`config.mk`:
```
export PLATFORM = sky130hd
export DESIGN_NAME = fsmc_bus_master_flat
export DESIGN_NICKNAME = d
export VERILOG_FILES = /design/src/rtl/fsmc_bus_master_pkg.sv /design/src/rtl/fsmc_bus_master_if.sv /design/src/rtl/fsmc_phase_timer.sv /design/src/rtl/fsmc_bus_master.sv /design/src/flat_wrapper.sv
export SDC_FILE = /design/constraint.sdc
export NUM_CORES = 1
export LEC_CHECK = 0
export ABC_AREA = 1
export BUFFER_PORTS_ARGS = -buffer_cell sky130_fd_sc_hd__buf_4
export CORE_UTILIZATION = 49
export DETAILED_ROUTE_END_ITERATION = 8
export PLACE_DENSITY = 0.83
export SLEW_MARGIN = 20
export SYNTH_ARGS = -nofsm -noshare
export SYNTH_HDL_FRONTEND = slang
export SYNTH_SLANG_ARGS = --single-unit
```
`constraint.sdc`:
```
create_clock -name clk -period 3.18 [get_ports clk]
set_input_delay 0.636 -clock clk [delete_from_list [all_inputs] [get_ports clk]]
set_output_delay 0.636 -clock clk [all_outputs]
set_load 0.02 [all_outputs]
```
`src/rtl/fsmc_bus_master_pkg.sv`:
```
// Shared FSMC definitions: master state encoding, phase counter width and
// the peripheral register map seen by both the master and the slave side.
package fsmc_bus_master_pkg;

  typedef enum logic [1:0] {
    ST_IDLE,
    ST_SETUP,
    ST_STROBE,
    ST_HOLD
  } fsmc_state_t;

  localparam int unsigned PHASE_W = 4;

  localparam logic [7:0] ADR_LOW  = 8'h00;
  localparam logic [7:0] ADR_HIGH = 8'h01;
  localparam logic [7:0] DATA     = 8'h02;

  function automatic bit phase_len_ok(input int unsigned len);
    return (len >= 1) && (len <= 15);
  endfunction

endpackage

```
`src/rtl/fsmc_bus_master_if.sv`:
```
// Local request/response handshake plus the FSMC pad-side signals.
interface fsmc_bus_master_if #(
  parameter int unsigned ADRW = 8,
  parameter int unsigned DATW = 16
);
  logic            req_valid;
  logic            req_ready;
  logic            req_write;
  logic [ADRW-1:0] req_adr;
  logic [DATW-1:0] req_wdata;
  logic            rsp_valid;
  logic [DATW-1:0] rsp_rdata;
  logic            aNE;
  logic            aNOE;
  logic            aNWE;
  logic [ADRW-1:0] aA;
  logic [DATW-1:0] d_out;
  logic [DATW-1:0] d_in;
  logic            d_oe;

  modport master (
    input  req_valid, req_write, req_adr, req_wdata, d_in,
    output req_ready, rsp_valid, rsp_rdata,
    output aNE, aNOE, aNWE, aA, d_out, d_oe
  );

  modport slave (
    output req_valid, req_write, req_adr, req_wdata, d_in,
    input  req_ready, rsp_valid, rsp_rdata,
    input  aNE, aNOE, aNWE, aA, d_out, d_oe
  );
endinterface

```
`src/rtl/fsmc_phase_timer.sv`:
```
// Down-counter shared by all bus phases: load length-1, flag when at zero.
module fsmc_phase_timer
  import fsmc_bus_master_pkg::*;
(
  input  logic               clk,
  input  logic               rst,
  input  logic               i_load,
  input  logic [PHASE_W-1:0] i_value,
  output logic               o_zero
);

  logic [PHASE_W-1:0] r_cnt;

  always_ff @(posedge clk) begin
    if (rst) begin
      r_cnt <= '0;
    end else if (i_load) begin
      r_cnt <= i_value;
    end else if (r_cnt != '0) begin
      r_cnt <= r_cnt - 1'b1;
    end
  end

  assign o_zero = (r_cnt == '0);

endmodule

```
`src/rtl/fsmc_bus_master.sv`:
```
// FSMC asynchronous-SRAM style bus master: one request at a time through
// SETUP / STROBE / HOLD phases, every pad output driven from a flop.
module fsmc_bus_master
  import fsmc_bus_master_pkg::*;
#(
  parameter int unsigned ADRW   = 8,
  parameter int unsigned DATW   = 16,
  parameter int unsigned ADDSET = 2,
  parameter int unsigned DATAST = 3,
  parameter int unsigned HOLD   = 1
) (
  input logic               clk,
  input logic               rst,
  fsmc_bus_master_if.master bus
);

  if (!phase_len_ok(ADDSET) || !phase_len_ok(DATAST) || !phase_len_ok(HOLD)) begin : g_bad_timing
    $fatal(1, "fsmc_bus_master: ADDSET, DATAST and HOLD must each be in 1..15");
  end

  if ($bits(bus.aA) != ADRW || $bits(bus.d_out) != DATW) begin : g_bad_width
    $fatal(1, "fsmc_bus_master: interface widths do not match ADRW/DATW");
  end

  localparam logic [PHASE_W-1:0] LD_SETUP  = PHASE_W'(ADDSET - 1);
  localparam logic [PHASE_W-1:0] LD_STROBE = PHASE_W'(DATAST - 1);
  localparam logic [PHASE_W-1:0] LD_HOLD   = PHASE_W'(HOLD - 1);

  fsmc_state_t        r_state;
  fsmc_state_t        w_state_nxt;
  logic               r_write;
  logic               w_accept;
  logic               w_zero;
  logic               w_load;
  logic [PHASE_W-1:0] w_load_val;
  logic               w_write_nxt;
  logic               w_ne_nxt;
  logic               w_noe_nxt;
  logic               w_nwe_nxt;
  logic               w_oe_nxt;
  logic               w_rsp_nxt;
  logic               w_capture;

  assign bus.req_ready = (r_state == ST_IDLE);
  assign w_accept      = bus.req_valid && (r_state == ST_IDLE);

  fsmc_phase_timer u_timer (
    .clk     (clk),
    .rst     (rst),
    .i_load  (w_load),
    .i_value (w_load_val),
    .o_zero  (w_zero)
  );

  always_ff @(posedge clk) begin
    if (rst) begin
      r_state <= ST_IDLE;
    end else begin
      r_state <= w_state_nxt;
    end
  end

  always_comb begin
    w_state_nxt = r_state;
    w_load      = 1'b0;
    w_load_val  = '0;
    unique case (r_state)
      ST_IDLE: if (w_accept) begin
        w_state_nxt = ST_SETUP;
        w_load      = 1'b1;
        w_load_val  = LD_SETUP;
      end
      ST_SETUP: if (w_zero) begin
        w_state_nxt = ST_STROBE;
        w_load      = 1'b1;
        w_load_val  = LD_STROBE;
      end
      ST_STROBE: if (w_zero) begin
        w_state_nxt = ST_HOLD;
        w_load      = 1'b1;
        w_load_val  = LD_HOLD;
      end
      ST_HOLD: if (w_zero) begin
        w_state_nxt = ST_IDLE;
      end
      default: w_state_nxt = ST_IDLE;
    endcase
  end

  // Pad values are decoded from the upcoming state and then registered, so
  // each pad flop tracks r_state exactly while having no input-to-pad path.
  always_comb begin
    w_write_nxt = w_accept ? bus.req_write : r_write;
    w_ne_nxt    = (w_state_nxt == ST_IDLE);
    w_noe_nxt   = !((w_state_nxt == ST_STROBE) && !w_write_nxt);
    w_nwe_nxt   = !((w_state_nxt == ST_STROBE) && w_write_nxt);
    w_oe_nxt    = (w_state_nxt != ST_IDLE) && w_write_nxt;
    w_rsp_nxt   = (r_state == ST_HOLD) && (w_state_nxt == ST_IDLE);
    w_capture   = (r_state == ST_STROBE) && w_zero && !r_write;
  end

  always_ff @(posedge clk) begin
    if (rst) begin
      r_write       <= 1'b0;
      bus.aNE       <= 1'b1;
      bus.aNOE      <= 1'b1;
      bus.aNWE      <= 1'b1;
      bus.d_oe      <= 1'b0;
      bus.rsp_valid <= 1'b0;
      bus.aA        <= '0;
      bus.d_out     <= '0;
      bus.rsp_rdata <= '0;
    end else begin
      r_write       <= w_write_nxt;
      bus.aNE       <= w_ne_nxt;
      bus.aNOE      <= w_noe_nxt;
      bus.aNWE      <= w_nwe_nxt;
      bus.d_oe      <= w_oe_nxt;
      bus.rsp_valid <= w_rsp_nxt;
      if (w_accept) begin
        bus.aA    <= bus.req_adr;
        bus.d_out <= bus.req_wdata;
      end
      if (w_capture) begin
        bus.rsp_rdata <= bus.d_in;
      end
    end
  end

endmodule
```
`src/flat_wrapper.sv`:
```
// flat-port wrapper written by rule: the top's interface ports become plain ports
module fsmc_bus_master_flat import fsmc_bus_master_pkg::*;
#(
  parameter int unsigned ADRW   = 8,
  parameter int unsigned DATW   = 16,
  parameter int unsigned ADDSET = 2,
  parameter int unsigned DATAST = 3,
  parameter int unsigned HOLD   = 1
)
  (clk, rst, bus_req_valid, bus_req_write, bus_req_adr, bus_req_wdata, bus_d_in, bus_req_ready, bus_rsp_valid, bus_rsp_rdata, bus_aNE, bus_aNOE, bus_aNWE, bus_aA, bus_d_out, bus_d_oe);
  fsmc_bus_master_if #(.ADRW(ADRW), .DATW(DATW)) bus_i ();
  input logic clk;
  input logic rst;
  input wire logic [$bits(bus_i.req_valid)-1:0] bus_req_valid;
  input wire logic [$bits(bus_i.req_write)-1:0] bus_req_write;
  input wire logic [$bits(bus_i.req_adr)-1:0] bus_req_adr;
  input wire logic [$bits(bus_i.req_wdata)-1:0] bus_req_wdata;
  input wire logic [$bits(bus_i.d_in)-1:0] bus_d_in;
  output wire logic [$bits(bus_i.req_ready)-1:0] bus_req_ready;
  output wire logic [$bits(bus_i.rsp_valid)-1:0] bus_rsp_valid;
  output wire logic [$bits(bus_i.rsp_rdata)-1:0] bus_rsp_rdata;
  output wire logic [$bits(bus_i.aNE)-1:0] bus_aNE;
  output wire logic [$bits(bus_i.aNOE)-1:0] bus_aNOE;
  output wire logic [$bits(bus_i.aNWE)-1:0] bus_aNWE;
  output wire logic [$bits(bus_i.aA)-1:0] bus_aA;
  output wire logic [$bits(bus_i.d_out)-1:0] bus_d_out;
  output wire logic [$bits(bus_i.d_oe)-1:0] bus_d_oe;
  assign bus_i.req_valid = bus_req_valid;
  assign bus_i.req_write = bus_req_write;
  assign bus_i.req_adr = bus_req_adr;
  assign bus_i.req_wdata = bus_req_wdata;
  assign bus_i.d_in = bus_d_in;
  assign bus_req_ready = bus_i.req_ready;
  assign bus_rsp_valid = bus_i.rsp_valid;
  assign bus_rsp_rdata = bus_i.rsp_rdata;
  assign bus_aNE = bus_i.aNE;
  assign bus_aNOE = bus_i.aNOE;
  assign bus_aNWE = bus_i.aNWE;
  assign bus_aA = bus_i.aA;
  assign bus_d_out = bus_i.d_out;
  assign bus_d_oe = bus_i.d_oe;
  fsmc_bus_master #(.ADRW(ADRW), .DATW(DATW), .ADDSET(ADDSET), .DATAST(DATAST), .HOLD(HOLD)) u_core (.clk(clk), .rst(rst), .bus(bus_i));
endmodule
```
==> results of run 1 <==
==> layout make-up <==
class | instances | area, µm² | area share
tap | 48 | 60.06 | 0.02183
sequential | 52 | 1041 | 0.3784
timing repair buffer | 92 | 690.7 | 0.2510
clock inverter | 1 | 5.005 | 0.001819
multi-input combinational | 178 | 833.3 | 0.3029
clock buffer | 6 | 72.57 | 0.02638
inverter | 13 | 48.80 | 0.01774
==> per-layer routing <==
layer,up-vias,GRT usage,wire length [µm]
met5,-,0,0
met4,0,0.08424,51
met3,5,0.06076,390
met2,81,0.3905,2162
met1,820,0.2686,2006
li1,983,-,-
==> sequential cells by signal, indices dropped and copies added, names as in the netlist <==
| name | count |
|---|---|
| u_core.bus.aA | 8 |
| u_core.bus.aNE | 1 |
| u_core.bus.aNOE | 1 |
| u_core.bus.aNWE | 1 |
| u_core.bus.d_oe | 1 |
| u_core.bus.d_out | 16 |
| u_core.bus.rsp_rdata | 16 |
| u_core.bus.rsp_valid | 1 |
| u_core.r_state | 2 |
| u_core.r_write | 1 |
| u_core.u_timer.r_cnt | 4 |
==> layout by cell type (no fill, tap or decap), drive strengths merged, types with 5 or more instances in the layout <==
cell type,count
ha,6
nand3,7
dfxtp,52
inv,12
clkbuf,6
a21oi,5
nor2,91
nand2,19
buf,92
o21ai,43
==> worst paths after layout <==
path	end	from
hold / removal	u_core.bus.d_out[13]$_SDFFE_PP0P_	u_core.bus.d_out[13]$_SDFFE_PP0P_
hold reg to reg	u_core.bus.d_out[13]$_SDFFE_PP0P_	u_core.bus.d_out[13]$_SDFFE_PP0P_
setup / recovery	u_core.u_timer.r_cnt[1]$_SDFFE_PP0P_	u_core.r_state[0]$_SDFF_PP0_
setup reg to reg	u_core.u_timer.r_cnt[1]$_SDFFE_PP0P_	u_core.r_state[0]$_SDFF_PP0_
==> power breakdown <==
part | total, mW | internal, mW | switching [mW]
clock | 0.345 | 0.150 | 0.195
sequential | 0.832 | 0.766 | 0.0651
combinational | 0.789 | 0.312 | 0.477
total | 1.97 | 1.23 | 0.737
==> worst min-delay path, delay by kind of cell (launching register included) <==
| family | cells | cell delay [ns] |
|---|---|---|
| DFF | 1 | 0.32 |
| and+or+nand+nor | 2 | 0.14 |
==> kinds of logic (layout without fill, tap and decap cells) <==
kind of cell               Yosys count  count (layout)  share of synthesized area
muxes                                1               1                   0.005067
DFF                                 52              52                     0.5269
buffers and inverters               23             112                    0.05129
xor gates and xnor gates             1               1                   0.004434
and+or+nand+nor                    120             120                     0.2438
adders and majority gates            6               6                    0.03800
AOI/OAI and AO/OA                   50              50                     0.1305
==> results.toml, run 1 <==
[power]
static-leakage-power_nw = 1.375
power_per_cell_area_nw_per_um2 = 714.2
final_total_power_mw = 1.965
power.ir.vdd_worst_v = 0.0004093

[yosys]
synth_area_leader_cell = "dfxtp_1"
netlist_top_cells_count = "90 x nor2_1, 52 x dfxtp_1, 38 x o21ai_0"
synth_seq_area_share = 0.5269
synthMostInstantiatedCell = "nor2_1"
synth_enable_flop_cells = 0
flip_flop_cell_with_the_highest_count_after_synthesis = "dfxtp_1"
syn_nets = 303
async_reset_ff_frac = 0
synth_area_um2 = 1976
synthCells = 253
synthDominantCellAreaShare = 0.5269
synth-seq-cells = 52
synthesis.yosys.warnings = 0
cells_taking_the_most_area_after_synthesis = "dfxtp_1 53%, nor2_1 17%, o21ai_0 9.6%"
syn_avg_cell_area_um2 = 7.809
netlist-cell-type-count = 22

[routing]
post_drt_wl_per_cell_um = 11.82
firstDrtPassIters = 4
final_antenna_net_count = 0
vias_per_cell = 4.844
number_of_vias_in_the_routed_layout = 1889
drc = 0
first_iter_violations = 151
totalWireLength_um = 4611

[critical_path]
cp_slowest_stage_delay_ns = 0.39
worstPathCellList = "inv_1, ha_1, nand2_1, buf_4, clkinv_1, buf_4, nand2_1, nand3_1, o211a_1"
critical_path_arrival_ns = 2.14
path_depth = 9
path_max_fanout = 27
r2r.worst_path.cells = 9
timing.reg2reg.setup_slack_ns = 1.23
start_kind = "register"
worstSetupPathType = "reg2reg"
cpLargestDelayFamily = "buffers and inverters"
crit_end_category = "register"
worst_path_max_delay_cell = "dfxtp_1"
worst_path_required_time_ns = 3.37
crit_buf_inv = 4

[sta]
min_period_over_period = 0.6133
grt_setup_unrepaired = "no"
setup-tns-final_ns = 0
fin_ws_ns = 1.230
min_period_ns = 1.950
report.final.setup_viol = 0
finalHoldViolCount = 0
slew-limit-headroom = 0.6180
hold-worst-slack_ns = 0.4925
max_freq_mhz = 512.8
clock_skew_ns = 0.008433
worstMarginPinSlew_ns = 0.5711
slew_violations = 0

[place]
placed_cells_incl_taps = 383
placer_congestion = 0.8191
io_buffer_count = 89
place_ws_ns = 1.196
detailed_place_hpwl_um = 3349
dpl-instance-area_um2 = 2674

[clocking]
cts.htree.levels = 2
clockBufferDepth = 2
path_clk_slew_ns = 0.09
post_cts_buffers = 0
cts.sinks = 52
cts_resized = 0
cts_root_buf = "clkbuf_8"
cts_buffers = 5
cts_tree = "done"
cts-hold-fix-buffers = 0
insertion_delay_ns = 0.30

[job]
maxCapViolCount = 0

[cells_and_area]
fin_nets = 392
final_instance_area_um2 = 2751
final_core_util = 0.7296
filler_cells_inserted = 312
final_cell_count_no_fill = 390
insertedDiodeCount = 0
area.growth.synth_to_final_pct = 39.27
final_layout_size_suffix_gt1_frac = 0.3012

[die]
std_cell_rows = 22
ioPinCount = 90
die-area_um2 = 4290
start_util = 0.5239
die-width_um = 65.50
chipHeight_um = 65.50
fp.coreArea_um2 = 3771

[grt]
grt_max_degree = 45
grt-ovfl-total = 0
grt_util_all_layers = 0.2271
via_count_of_the_first_global_routing_pass = 1684
grt_pass1_wl_um = 7410
antenna_found_initial = 0

[min_path]
worstHoldPathCells = 2
min_path_type = "reg2reg"

[status]
result_of_the_run = "completed"
Power figures use the tool's default switching activity.
==> run 2: changes to the inputs <==
Settings changed: CORE_UTILIZATION 49 to 41, PLACE_DENSITY 0.83 to 0.74.
Clock period 3.18 ns to 1.57 ns, I/O delays scaled along.
==> results.toml, run 2 (synthesized netlist as in run 1, its figures left out) <==
[status]
result_of_the_run = "completed"

[routing]
final_antenna_net_count = 0
drc = 0
number_of_vias_in_the_routed_layout = 1939
post_drt_wl_per_cell_um = 12.16
firstDrtPassIters = 4
first_iter_violations = 81
vias_per_cell = 4.884
totalWireLength_um = 4826

[power]
clock_power_share = 0.180
static-leakage-power_nw = 1.391
switching_power_mw = 1.550
final_total_power_mw = 4.084
sw_frac_of_total = 0.3796
combinationalPowerShare = 0.407
seqPwrFrac = 0.413
power.ir.vdd_worst_v = 0.0007399
cellInternalPower_mw = 2.533
power_per_cell_area_nw_per_um2 = 1455

[critical_path]
cpLargestDelayFamily = "flip-flops"
worst_path_max_delay_cell = "dfxtp_1"
worstSetupPathType = "reg2out"
critical_path_arrival_ns = 1.11
cp_slowest_stage_delay_ns = 0.36
path_max_fanout = 4
worstPathCellList = "inv_1, ha_2, buf_4"
crit_buf_inv = 2
crit_end_category = "primary output"
start_kind = "register"
worst_path_required_time_ns = 1.26

[sta]
finalHoldViolCount = 0
slew-limit-headroom = 0.8514
min_period_ns = 1.424
fin_ws_ns = 0.1464
clock_skew_ns = 0.009978
hold-worst-slack_ns = 0.2188
report.final.setup_viol = 0
slew_violations = 0
max_freq_mhz = 702.5
worstMarginPinSlew_ns = 0.2166
min_period_over_period = 0.9067

[place]
place_ws_ns = 0.1109
detailed_place_hpwl_um = 3355
io_buffer_count = 89
placed_cells_incl_taps = 389
placer_congestion = 0.9445

[cells_and_area]
area.growth.synth_to_final_pct = 42.05
fin_nets = 394
final_layout_size_suffix_gt1_frac = 0.3188
largestRegisters = "u_core.bus.d_out: 16 flops, u_core.bus.rsp_rdata: 16 flops, u_core.bus.aA: 8 flops"
layout_commonest_cell = "buf_4"
final_core_util = 0.6231
final_cell_count_no_fill = 397
insertedDiodeCount = 0
final_cell_mix = "92 x buf_4, 90 x nor2_1, 51 x dfxtp_1"

[die]
std_cell_rows = 24
ioPinCount = 90
die-area_um2 = 5100
chipHeight_um = 71.42
die-width_um = 71.42
start_util = 0.4386
fp.coreArea_um2 = 4504

[clocking]
insertion_delay_ns = 0.30
path_clk_slew_ns = 0.09
cts_buffers = 5
cts_root_buf = "clkbuf_8"
cts.htree.levels = 2
cts_tree = "done"
post_cts_buffers = 0
cts.sinks = 52
clockBufferDepth = 2

[grt]
grt_pass1_wl_um = 7976
antenna_found_initial = 0
via_count_of_the_first_global_routing_pass = 1827
grt-ovfl-total = 0
grt_max_degree = 43
grt_util_all_layers = 0.2022

[min_path]
min_path_type = "in2reg"

[job]
maxCapViolCount = 0
run 2: worst paths after layout:
path | start | to | slack, ns | cells past startpoint
worst max register to register | u_core.r_state[1]$_SDFF_PP0_ | u_core.u_timer.r_cnt[1]$_SDFFE_PP0P_ | 0.16 | 7
worst max-delay path | u_core.r_state[1]$_SDFF_PP0_ | bus_req_ready | 0.15 | 3
worst min-delay path | rst | u_core.r_state[0]$_SDFF_PP0_ | 0.22 | 2
worst min register to register | u_core.bus.aA[3]$_SDFFE_PP0P_ | u_core.bus.aA[3]$_SDFFE_PP0P_ | 0.49 | 2
run 2: metrics by stage:
step | setup TNS (ns) | instance area (µm²)
floorplan | 0 | 1981
global placement | 0 | 2711
detailed placement | 0 | 2711
CTS | 0 | 2796
global route | -0.0009600 | 2806
finish | 0 | 2806
run 2: power groups by stage:
stage	clock [mW]	sequential, mW	combinational (mW)
after floorplan	0	1.91	0.852
after global routing	0.826	1.71	1.85
after detailed placement	0	1.71	1.65
after global placement	0	1.70	1.63
after CTS	0.768	1.68	1.66
final	0.734	1.69	1.66
run 2: repair_timing:
action | CTS | global route
hold buffers | 0 | 0
setup endpoints to repair | 0 | 31
gates resized for setup | 0 | 5
hold endpoints to repair | 0 | 0
run 2: worst reg2reg max path, delay by kind of cell, from the launching register on:
| family | cells | cell delay, ns |
|---|---|---|
| buffers and inverters | 2 | 0.20 |
| AOI/OAI and AO/OA | 1 | 0.22 |
| adders and majority gates | 1 | 0.19 |
| and+or+nand+nor | 3 | 0.35 |
| DFF | 1 | 0.36 |
run 2: final cells by class:
cell class / count / area (µm²)
fill: 424 / 1698
timing repair buffer: 94 / 721.9
inverter: 13 / 51.30
clock inverter: 1 / 8.758
tap: 52 / 65.06
multi-input combinational: 178 / 840.8
sequential: 52 / 1042
clock buffer: 7 / 76.32
run 2: per-layer routing:
metal	track usage	wire length, µm
met3	0.06892	438
met5	0	0
met4	0.08444	86
met2	0.3333	2125
met1	0.2413	2176
==> run 3: changes to the inputs <==
Settings changed: CORE_UTILIZATION 41 to 46, PLACE_DENSITY 0.74 to 0.79.
Clock period 1.57 ns to 1.6 ns, I/O delays scaled along.
==> results.toml, run 3 (synthesized netlist as in run 1, its figures left out) <==
[status]
result_of_the_run = "completed"

[grt]
grt-ovfl-total = 0
grt_pass1_wl_um = 7396
antenna_found_initial = 0
grt_util_all_layers = 0.2189
via_count_of_the_first_global_routing_pass = 1831
grt_max_degree = 45

[place]
placer_congestion = 0.8135
io_buffer_count = 89
dpl-instance-area_um2 = 2706
detailed_place_hpwl_um = 3328

[die]
ioPinCount = 90
std_cell_rows = 23
chipHeight_um = 67.54
die-width_um = 67.54
die-area_um2 = 4561
start_util = 0.4869
fp.coreArea_um2 = 4058

[sta]
setup-tns-final_ns = 0
grt_setup_unrepaired = "no"
report.final.setup_viol = 0
clock_skew_ns = 0.007157
finalHoldViolCount = 0
max_freq_mhz = 673.2
worstMarginPinSlew_ns = 0.2691
min_period_ns = 1.485
slew-limit-headroom = 0.8203
min_period_over_period = 0.9284
slew_violations = 0

[critical_path]
crit_end_category = "primary output"
r2r.worst_path.cells = 8
cp_slowest_stage_delay_ns = 0.37
crit_buf_inv = 2
critical_path_arrival_ns = 1.17
timing.reg2reg.setup_slack_ns = 0.12
worstPathCellList = "inv_1, ha_1, buf_4"
worstSetupPathType = "reg2out"
timing.rr.end = "u_core.bus.aNOE$_SDFF_PP1_"
path_max_fanout = 4
start_kind = "register"
timing.rr.start = "u_core.r_state[1]$_SDFF_PP0_"
worst_path_required_time_ns = 1.28
worst_path_max_delay_cell = "dfxtp_1"
cpLargestDelayFamily = "flip-flops"

[clocking]
cts.htree.levels = 2
insertion_delay_ns = 0.30
post_cts_buffers = 0
clockBufferDepth = 2
cts_root_buf = "clkbuf_8"
cts.sinks = 52
path_clk_slew_ns = 0.08
cts_buffers = 5
cts-hold-fix-buffers = 0
cts_tree = "done"

[min_path]
worstHoldPathCells = 2
holdPathEnd = "u_core.r_state[1]$_SDFF_PP0_"
min_path_type = "in2reg"
hp-start = "rst"

[cells_and_area]
insertedDiodeCount = 0
layout_commonest_cell = "buf_4"
largestRegisters = "u_core.bus.d_out: 16 flops, u_core.bus.rsp_rdata: 16 flops, u_core.bus.aA: 8 flops"
final_layout_size_suffix_gt1_frac = 0.3178
area.growth.synth_to_final_pct = 42.05
final_instance_area_um2 = 2806
final_cell_mix = "93 x buf_4, 90 x nor2_1, 51 x dfxtp_1"
fin_nets = 394

[routing]
number_of_vias_in_the_routed_layout = 1934
vias_per_cell = 4.921
final_antenna_net_count = 0
first_iter_violations = 82
drc = 0
firstDrtPassIters = 4
totalWireLength_um = 4679
post_drt_wl_per_cell_um = 11.91

[power]
power_per_cell_area_nw_per_um2 = 1466
static-leakage-power_nw = 1.403
power.ir.vdd_worst_v = 0.0009014

[job]
maxCapViolCount = 0
## run 3: layout make-up
class / count / area, µm²
clock inverter: 1 / 30.03
multi-input combinational: 178 / 835.8
clock buffer: 5 / 68.82
tap: 50 / 62.56
inverter: 13 / 48.80
timing repair buffer: 94 / 718.2
fill: 354 / 1251
sequential: 52 / 1042
## run 3: how the worst max path moves through the flow
stage	startpoint	to	slack, ns	cells past startpoint
floorplan	u_core.r_state[0]$_SDFF_PP0_	u_core.u_timer.r_cnt[1]$_SDFFE_PP0P_	0.01	7
global placement	u_core.r_state[0]$_SDFF_PP0_	u_core.u_timer.r_cnt[1]$_SDFFE_PP0P_	0.13	7
detailed placement	u_core.r_state[0]$_SDFF_PP0_	u_core.u_timer.r_cnt[1]$_SDFFE_PP0P_	0.04	7
CTS	u_core.r_state[0]$_SDFF_PP0_	u_core.u_timer.r_cnt[1]$_SDFFE_PP0P_	0.02	7
global route	u_core.u_timer.r_cnt[0]$_SDFFE_PP0P_	u_core.bus.d_oe$_SDFF_PP0_	0.02	9
finish	u_core.r_state[1]$_SDFF_PP0_	bus_req_ready	0.11	3
## run 3: where the power goes
group          internal (mW)  switching [mW]  total, mW
clock network          0.449           0.385      0.834
registers               1.53           0.126       1.65
logic                  0.641           0.988       1.63
total                   2.62            1.50       4.12
## run 3: routing by layer
metal,global-route usage,share of wire,vias to the layer above
met2,0.3923,0.46,79
li1,-,-,982
met1,0.2274,0.43,861
met5,0,0,-
met3,0.08108,0.087,12
met4,0.08777,0.018,0
## run 3: what timing repair did
action                                  4_1_cts  5_1_grt
hold endpoints to repair                      0        0
endpoints found under the setup margin        0       27
resized for setup                             0        3
## run 3: stage by stage
stage	util	setup slack [ns]	power, mW	hold slack (ns)	std cells
global route	0.6916	0.01540	4.399	0.2219	393
detailed placement	0.6670	0.03988	3.285	0.4745	387
floorplan	-	0.01484	2.702	0.4007	253
finish	0.6916	0.1145	4.115	0.2379	393
CTS	0.6913	0.01962	4.134	0.2262	393
global placement	0.6670	0.1325	3.258	0.4637	387
